<file path="src/rtl/key_encode42.sv">
// Four-key front end: synchronise, debounce and priority-encode active-low push keys
// into a 2-bit code with a one-cycle valid strobe per new press.
module key_encode42 #(
    parameter int DEBOUNCE_CYCLES = 240000
) (
    input  logic       clk,
    input  logic       rst,
    input  logic [3:0] key,
    output logic [1:0] code,
    output logic       code_vld,
    output logic [3:0] pressed,
    output logic       multi
);

    localparam int CW = $clog2(DEBOUNCE_CYCLES);
    localparam logic [CW-1:0] TC = CW'(DEBOUNCE_CYCLES - 1);

    logic [3:0]    sync1;
    logic [3:0]    sync2;
    logic [3:0]    db;
    logic [3:0]    db_next;
    logic [CW-1:0] cnt      [4];
    logic [CW-1:0] cnt_next [4];
    logic [3:0]    pressed_q;
    logic [3:0]    press_ev;
    logic [1:0]    enc;
    logic [2:0]    npress;

    // db holds the debounced raw level (1 = released); pressed is its inverse
    always_comb begin
        for (int i = 0; i < 4; i++) begin
            db_next[i]  = db[i];
            cnt_next[i] = '0;
            if (sync2[i] != db[i]) begin
                if (cnt[i] == TC) begin
                    db_next[i] = ~db[i];
                end else begin
                    cnt_next[i] = cnt[i] + CW'(1);
                end
            end
        end
    end

    assign press_ev = pressed & ~pressed_q;

    // ascending scan so the highest-numbered press event wins
    always_comb begin
        enc = code;
        for (int i = 0; i < 4; i++) begin
            if (press_ev[i]) begin
                enc = 2'(i);
            end
        end
    end

    assign npress = {2'b00, pressed[0]} + {2'b00, pressed[1]}
                  + {2'b00, pressed[2]} + {2'b00, pressed[3]};

    always_ff @(posedge clk) begin
        if (rst) begin
            sync1     <= 4'b1111;
            sync2     <= 4'b1111;
            db        <= 4'b1111;
            pressed   <= 4'b0000;
            pressed_q <= 4'b0000;
            code      <= 2'b00;
            code_vld  <= 1'b0;
            multi     <= 1'b0;
            for (int i = 0; i < 4; i++) begin
                cnt[i] <= '0;
            end
        end else begin
            sync1     <= key;
            sync2     <= sync1;
            db        <= db_next;
            pressed   <= ~db_next;
            pressed_q <= pressed;
            code      <= enc;
            code_vld  <= |press_ev;
            multi     <= (npress >= 3'd2);
            for (int i = 0; i < 4; i++) begin
                cnt[i] <= cnt_next[i];
            end
        end
    end

endmodule

</file>
<file path="config.mk">
export PLATFORM = sky130hd
export DESIGN_NAME = key_encode42
export DESIGN_NICKNAME = d
export VERILOG_FILES = /design/src/rtl/key_encode42.sv
export SDC_FILE = /design/constraint.sdc
export NUM_CORES = 1
export LEC_CHECK = 0
export CORE_MARGIN = 3
export CORE_UTILIZATION = 60
export DETAILED_ROUTE_END_ITERATION = 7
export PLACE_DENSITY_LB_ADDON = 0.05
export SYNTH_ARGS = -nofsm -noshare
export SYNTH_HDL_FRONTEND = slang
export SYNTH_SLANG_ARGS = --single-unit
</file>
<file path="constraint.sdc">
create_clock -name clk -period 2.7 [get_ports clk]
set_clock_uncertainty 0.1 [all_clocks]
set_input_delay 0.27 -clock clk [delete_from_list [all_inputs] [get_ports clk]]
set_output_delay 0.27 -clock clk [all_outputs]
set_load 0.01 [all_outputs]
</file>
==> impl_metrics.tcl, run 1 <==
set metrics [dict create \
    clock_sinks 96 \
    ir_worst_vdd_uv 387.4 \
    maxClockFrequency_mhz 468.1 \
    crit_buf_inv 0 \
    numCtsBuffers 9 \
    final_hold_viol_count 0 \
    initial_core_util_pct 62.88 \
    clock_power_share_pct 39.3 \
    globalplace.congestion 0.7766 \
    critical_path.max_stage_delay_ns 0.57 \
    outcome "finished, final reports clean" \
    crit_path_class "flop to flop" \
    detailed_place_hpwl_mm 4.895 \
    worstHoldPathType "flop to flop" \
    internal_power_mw 1.893 \
    area.growth.synth_to_final_pct 9.365 \
    cts-root-buf "sky130_fd_sc_hd__clkbuf_8" \
    critical_path_required_ns 2.83 \
    startpoint_type "flop" \
    tritoncts "yes" \
    power.share.sequential_pct 59.2 \
    max-clock-path-buffers 2 \
    layout.nets 469 \
    cts_hold_buf 0 \
    layout_common_cells "sky130_fd_sc_hd__dfxtp_1, sky130_fd_sc_hd__nor2_1, sky130_fd_sc_hd__xor2_1, sky130_fd_sc_hd__nand4_1, sky130_fd_sc_hd__nand2_1" \
    power.combinational.fraction_pct 1.5 \
    synth.net_count 459 \
    detailroute.via_count 3105 \
    numPortBuffers 13 \
    synthDominantAreaCellType "sky130_fd_sc_hd__dfxtp_1" \
    switching_share_pct 21.41 \
    final_layout_size_suffix_gt1_share_pct 7.991 \
    fillerInstances 536 \
    syn_area_per_cell_sq_um 9.066 \
    maxCapViolCount 0 \
    grt_use_total_pct 19.77 \
    netSwitchingPower_mw 0.5156 \
    synth.area.top_cells "sky130_fd_sc_hd__dfxtp_1, sky130_fd_sc_hd__xor2_1, sky130_fd_sc_hd__nor2_1, sky130_fd_sc_hd__xnor2_1, sky130_fd_sc_hd__nand4_1" \
    setup_viol_count_final 0 \
    asyncSetResetFlopFracSynth_pct 0 \
    ys_seq_elements 96 \
    routed_vias_inst 5.750 \
    synth.top_cell.area_share_pct 47.32 \
    timing.final.crit_period_ns 2.136 \
    cp_data_arrival_time_ns 2.26 \
    postCtsResizedCells 0 \
    seq_area_frac_synth_pct 47.32 \
    grt-ovfl-total 0 \
    grt_antenna_before_repair 0 \
    drv_slew 0 \
    tightestPinTransition_ns 0.9194 \
    critPathSlowestCell "sky130_fd_sc_hd__a211o_1" \
    post-place-cells 524 \
    cts_setup_buffers 0 \
    max-slew-margin-rel_pct 38.14 \
    floorplan.rows 29 \
    post-route-drc-count 0 \
    insertion_delay_ns 0.36 \
    coreArea_sq_mm 0.006459 \
    netlist-cell-type-count 45 \
    fp.dieW_um 88.28 \
    dieArea_sq_mm 0.007792 \
    final_common_cell "sky130_fd_sc_hd__dfxtp_1" \
    maximum_number_of_pins_on_one_net_before_global_route_repair 19 \
    rsz0062_at_grt "false" \
    dominantRegCellSynth "sky130_fd_sc_hd__dfxtp_1" \
    grt_pass1_vias 2844 \
    diodes 0 \
    syn-cell-area_sq_mm 0.004061 \
    report.power.total_mw 2.408 \
    drt-pass1-iter-count 4 \
    final_antenna_net_count 0 \
    post-route-period-util_pct 79.13 \
    htreeDepth 3 \
    floorplan.io_pins 14 \
    critical-path-top-delay-family "simple AND/OR/NAND/NOR gates" \
    wire_per_inst_um 13.01 \
    fp.dieH_um 88.28 \
    worst_setup_hold_path_clk_slew_ns 0.09 \
    synth_cells 448 \
    crit_path_max_fanout 18 \
    final.setup.tns_ns 0 \
    first_pass_grt_wire_length_mm 12.37 \
    crit_path_cell_trace "or4b_1 -> nor3_1 -> a211o_1 -> nor2_1" \
    layout.cells.non_filler 540 \
    yosysWarnings 0 \
    number_of_enable_type_register_cells_in_the_synthesized_netlist 0 \
    drt-initial-drc-count 98 \
    detail_route.wirelength_mm 7.025 \
    cp-end-kind "flop" \
    cell_pwr_density_mw_per_mm2 542.2 \
    cellLeakagePower_nw 1.401 \
]
==> power groups by stage <==
stage	combinational (mW)	sequential, mW	clock (mW)
finish	0.0355	1.43	0.947
detailed placement	0.0359	1.46	0
floorplan	0.0220	1.46	0
global route	0.0398	1.43	1.04
global placement	0.0354	1.46	0
CTS	0.0359	1.43	0.972
==> cells by family (layout without fill, tap and decap cells) <==
group / count (synthesis) / in the layout / synth area share, %
DFF: 96 / 96 / 47.32
AOI/OAI and AO/OA: 53 / 53 / 8.473
buffers and inverters: 29 / 44 / 2.957
and+or+nand+nor: 214 / 214 / 28.53
adders and majority gates: 5 / 5 / 1.725
xor gates and xnor gates: 51 / 51 / 11.00
==> final cells by class <==
| class | count | area, sq um | area share, % |
|---|---|---|---|
| clock buffers | 10 | 137.6 | 3.099 |
| well taps | 77 | 96.34 | 2.169 |
| inverters | 12 | 45.04 | 1.014 |
| clock inverters | 6 | 68.82 | 1.549 |
| repair buffers | 16 | 152.6 | 3.437 |
| multi-input cells | 323 | 2019 | 45.46 |
| flip-flops and latches | 96 | 1922 | 43.27 |
==> through the flow <==
step | instance area, sq um | setup slack, ns | hold slack, ns | util, %
2_1_floorplan | 4061 | 0.7485 | 0.2738 | -
5_1_grt | 4442 | 0.4147 | 0.3241 | 68.77
3_3_place_gp | 4235 | 0.6548 | 0.2961 | 65.58
3_5_place_dp | 4235 | 0.5800 | 0.2923 | 65.58
4_1_cts | 4442 | 0.5632 | 0.3168 | 68.77
6_report | 4442 | 0.5636 | 0.3159 | 68.77
==> worst paths after layout <==
path / slack [ns] / from / cells after the start / to
max reg2reg: 0.56 / cnt[3][9]$_SDFF_PP0_ / 4 / cnt[3][2]$_SDFF_PP0_
min reg2reg: 0.32 / sync1[3]$_SDFF_PP1_ / 1 / sync2[3]$_SDFF_PP1_
max: 0.56 / cnt[3][9]$_SDFF_PP0_ / 4 / cnt[3][2]$_SDFF_PP0_
min: 0.32 / sync1[3]$_SDFF_PP1_ / 1 / sync2[3]$_SDFF_PP1_
==> synthesized netlist by cell type, types with 2 or more instances <==
| master | count |
|---|---|
| sky130_fd_sc_hd__ha_1 | 4 |
| sky130_fd_sc_hd__a31oi_1 | 2 |
| sky130_fd_sc_hd__o31ai_1 | 8 |
| sky130_fd_sc_hd__a21oi_1 | 22 |
| sky130_fd_sc_hd__nand4b_1 | 3 |
| sky130_fd_sc_hd__nor2b_1 | 4 |
| sky130_fd_sc_hd__or2_2 | 10 |
| sky130_fd_sc_hd__and3_1 | 7 |
| sky130_fd_sc_hd__nand4_1 | 25 |
| sky130_fd_sc_hd__a31o_2 | 3 |
| sky130_fd_sc_hd__nor4_1 | 3 |
| sky130_fd_sc_hd__dfxtp_1 | 96 |
| sky130_fd_sc_hd__nor3_1 | 6 |
| sky130_fd_sc_hd__xor2_1 | 32 |
| sky130_fd_sc_hd__xnor2_1 | 19 |
| sky130_fd_sc_hd__a211o_1 | 3 |
| sky130_fd_sc_hd__inv_1 | 12 |
| sky130_fd_sc_hd__nand3_1 | 21 |
| sky130_fd_sc_hd__and4_1 | 9 |
| sky130_fd_sc_hd__and2_1 | 12 |
| sky130_fd_sc_hd__clkbuf_1 | 9 |
| sky130_fd_sc_hd__nor2_1 | 64 |
| sky130_fd_sc_hd__or4_1 | 10 |
| sky130_fd_sc_hd__nand2_1 | 24 |
| sky130_fd_sc_hd__o21ai_0 | 8 |
| sky130_fd_sc_hd__buf_2 | 6 |
| sky130_fd_sc_hd__or3_1 | 7 |
| sky130_fd_sc_hd__nand2b_1 | 2 |
==> registers in the layout (all words and copies together), names as in the netlist, named ones only <==
register	cells
cnt	72
pressed	4
pressed_q	4
sync1	4
sync2	4
code	2
code_vld	1
multi	1
==> layer usage <==
metal	part of all wire, %	vias to the layer above	global-route usage [%]
met3	1.8	8	3.352
met2	48	30	32.49
li1	-	1592	-
met1	48	1475	25.48
met4	1.8	0	9.066
met5	0	-	0
No activity file was read; power rests on OpenSTA's default activity.
==> run 2, diff against run 1 <==
--- a/config.mk
+++ b/config.mk
@@ -6,7 +6,7 @@
 export NUM_CORES = 1
 export LEC_CHECK = 0
 export CORE_MARGIN = 3
-export CORE_UTILIZATION = 60
+export CORE_UTILIZATION = 54
 export DETAILED_ROUTE_END_ITERATION = 7
 export PLACE_DENSITY_LB_ADDON = 0.05
 export SYNTH_ARGS = -nofsm -noshare
==> constraint.sdc (replaced) <==
create_clock -name clk -period 1.8 [get_ports clk]
set_clock_uncertainty 0.1 [all_clocks]
set_input_delay 0.18 -clock clk [delete_from_list [all_inputs] [get_ports clk]]
set_output_delay 0.18 -clock clk [all_outputs]
set_load 0.01 [all_outputs]
==> run 2 against run 1 <==
Net effect:
- the run now ends with setup timing left
- count of clock-buffer cells in the layout up 1
- final area up 10%
- first-iteration DRC count down 29%
- final cell count up 11%
- register-to-register slack worse by 0.66 ns
- maximum frequency up 13%
- total power up 58%
- sequential share of layout area down 3.7 points
- setup slack worse by 0.66 ns
- via count up 3.2%
==> impl_metrics.tcl, run 2 (same netlist as run 1, synthesis figures left out) <==
set metrics [dict create \
    grt_use_total_pct 19.54 \
    dieArea_sq_mm 0.008598 \
    critical_path_required_ns 1.94 \
    crit_path_class "flop to flop" \
    multi_input_area_sq_mm 0.002061 \
    cell_pwr_density_mw_per_mm2 779.7 \
    detailroute.via_count 3203 \
    coreArea_sq_mm 0.007057 \
    maximum_number_of_pins_on_one_net_before_global_route_repair 26 \
    cts_hold_buf 0 \
    whs_path_depth 2 \
    cp_data_arrival_time_ns 2.03 \
    tightestPinTransition_ns 0.3960 \
    crit_path_max_fanout 18 \
    timing.final.crit_period_ns 1.898 \
    fp.dieW_um 92.73 \
    final_antenna_net_count 0 \
    floorplan.rows 30 \
    critical_path.most_common_cell "sky130_fd_sc_hd__or4_4" \
    drt-initial-drc-count 70 \
    insertion_delay_ns 0.36 \
    grt_pass1_vias 3065 \
    cp-end-kind "flop" \
    grt-ovfl-total 0 \
    cts-root-buf "sky130_fd_sc_hd__clkbuf_8" \
    layout.nets 511 \
    floorplan.io_pins 14 \
    max-slew-margin-rel_pct 73.36 \
    clock_sinks 96 \
    post-place-cells 585 \
    critical_path.max_stage_delay_ns 0.53 \
    wire_per_inst_um 12.90 \
    tritoncts "yes" \
    reg2reg_setup_slack_ns -0.1 \
    initial_core_util_pct 57.55 \
    critical_path.reg2reg.endpoint "cnt[1][17]$_SDFF_PP0_" \
    drv_slew 0 \
    worstReg2RegStart "cnt[1][10]$_SDFF_PP0_" \
    globalplace.congestion 0.8298 \
    setup_viol_count_final 18 \
    detail_route.wirelength_mm 7.742 \
    post-route-drc-count 0 \
    first_pass_grt_wire_length_mm 13.66 \
    layout_common_cells "sky130_fd_sc_hd__dfxtp_1, sky130_fd_sc_hd__nor2_1, sky130_fd_sc_hd__buf_4, sky130_fd_sc_hd__xor2_1, sky130_fd_sc_hd__nand4_1" \
    fp.dieH_um 92.73 \
    outcome "finished with violations" \
    r2r.worst_path.cells 5 \
    routed_vias_inst 5.338 \
    largest_reg_flops 72 \
    grt_antenna_before_repair 0 \
    post-route-period-util_pct 105.5 \
    fillerInstances 579 \
    critPathSlowestCell "sky130_fd_sc_hd__or4_4" \
    maxCapViolCount 0 \
    placement.setup.worst_slack_ns -0.06859 \
    ir_worst_vdd_uv 567.8 \
    drt-pass1-iter-count 4 \
    detailed_place_hpwl_mm 5.517 \
    rsz0062_at_grt "true" \
    maxClockFrequency_mhz 526.7 \
    startpoint_type "flop" \
    final_hold_viol_count 0 \
    htreeDepth 3 \
    final_common_cell "sky130_fd_sc_hd__dfxtp_1" \
    top_reg_by_flops "cnt" \
    report.power.total_mw 3.815 \
    crit_path_cell_trace "or4_4 -> or4_4 -> o21ai_4 -> buf_12 -> a21oi_1" \
    violations "setup timing" \
    cellLeakagePower_nw 1.660 \
    final_setup_margin_ns -0.09845 \
    numPortBuffers 13 \
    timing.hold.worst_endpoint "sync1[1]$_SDFF_PP1_" \
    worst_setup_hold_path_clk_slew_ns 0.08 \
    worstHoldPathType "input pin to flop" \
    diodes 0 \
    layout.cells.non_filler 600 \
    numCtsBuffers 9 \
    area.growth.synth_to_final_pct 20.49 \
    register_area_sq_mm 0.001936 \
    final_layout_size_suffix_gt1_share_pct 19.05 \
    timing.hold.worst.start "key[1]" \
    max-clock-path-buffers 2 \
]
## run 2: worst max path at each step
stage | startpoint | cells past startpoint | slack [ns] | to
2_1_floorplan | cnt[1][10]$_SDFF_PP0_ | 5 | -0.12 | cnt[1][10]$_SDFF_PP0_
3_3_place_gp | cnt[1][10]$_SDFF_PP0_ | 5 | -0.05 | cnt[1][10]$_SDFF_PP0_
3_5_place_dp | cnt[1][10]$_SDFF_PP0_ | 5 | -0.07 | cnt[1][1]$_SDFF_PP0_
4_1_cts | cnt[1][10]$_SDFF_PP0_ | 5 | -0.08 | cnt[1][17]$_SDFF_PP0_
5_1_grt | cnt[1][10]$_SDFF_PP0_ | 5 | -0.14 | cnt[1][17]$_SDFF_PP0_
6_report | cnt[1][10]$_SDFF_PP0_ | 5 | -0.1 | cnt[1][17]$_SDFF_PP0_
## run 2: power breakdown
part / switching [mW] / internal, mW
sequential: 0.00540 / 2.13
combinational: 0.0305 / 0.0348
clock: 0.699 / 0.915
total: 0.735 / 3.08
## run 2: timing repair
item,CTS,global route
endpoints found under the setup margin,19,51
buffers inserted,0,0
pin swaps,0,1
resized for setup,2,13
## run 2: layout make-up
class / instances / area share [%]
timing repair buffer: 58 / 10.33
multi-input combinational: 323 / 42.11
sequential: 96 / 39.56
tap: 96 / 2.455
clock buffer: 11 / 2.685
inverter: 12 / 0.9205
clock inverter: 4 / 1.943
## run 2: critical path, delay by kind of cell (launching register included)
family / cells / cell delay (ns)
AO/OA/AOI/OAI: 2 / 0.21
buffers and inverters: 1 / 0.16
flip-flops: 1 / 0.33
AND/OR/NAND/NOR: 2 / 0.98
## run 2: stage by stage
step                area (sq um)  utilization (%)  hold slack, ns  TNS (ns)
floorplan                   4094                -          0.1838    -1.206
CTS                         4867            68.97          0.2739    -1.285
global placement            4632            65.64          0.2917   -0.8713
global route                4893            69.34          0.2688    -2.289
finish                      4893            69.34          0.2853    -1.583
detailed placement          4632            65.64          0.2963    -1.064
## run 2: metal layers
metal / wire, um / track usage (%)
met1: 3802 / 25.01
met2: 3678 / 32.21
met3: 180 / 5.361
met4: 81 / 5.861
met5: 0 / 0
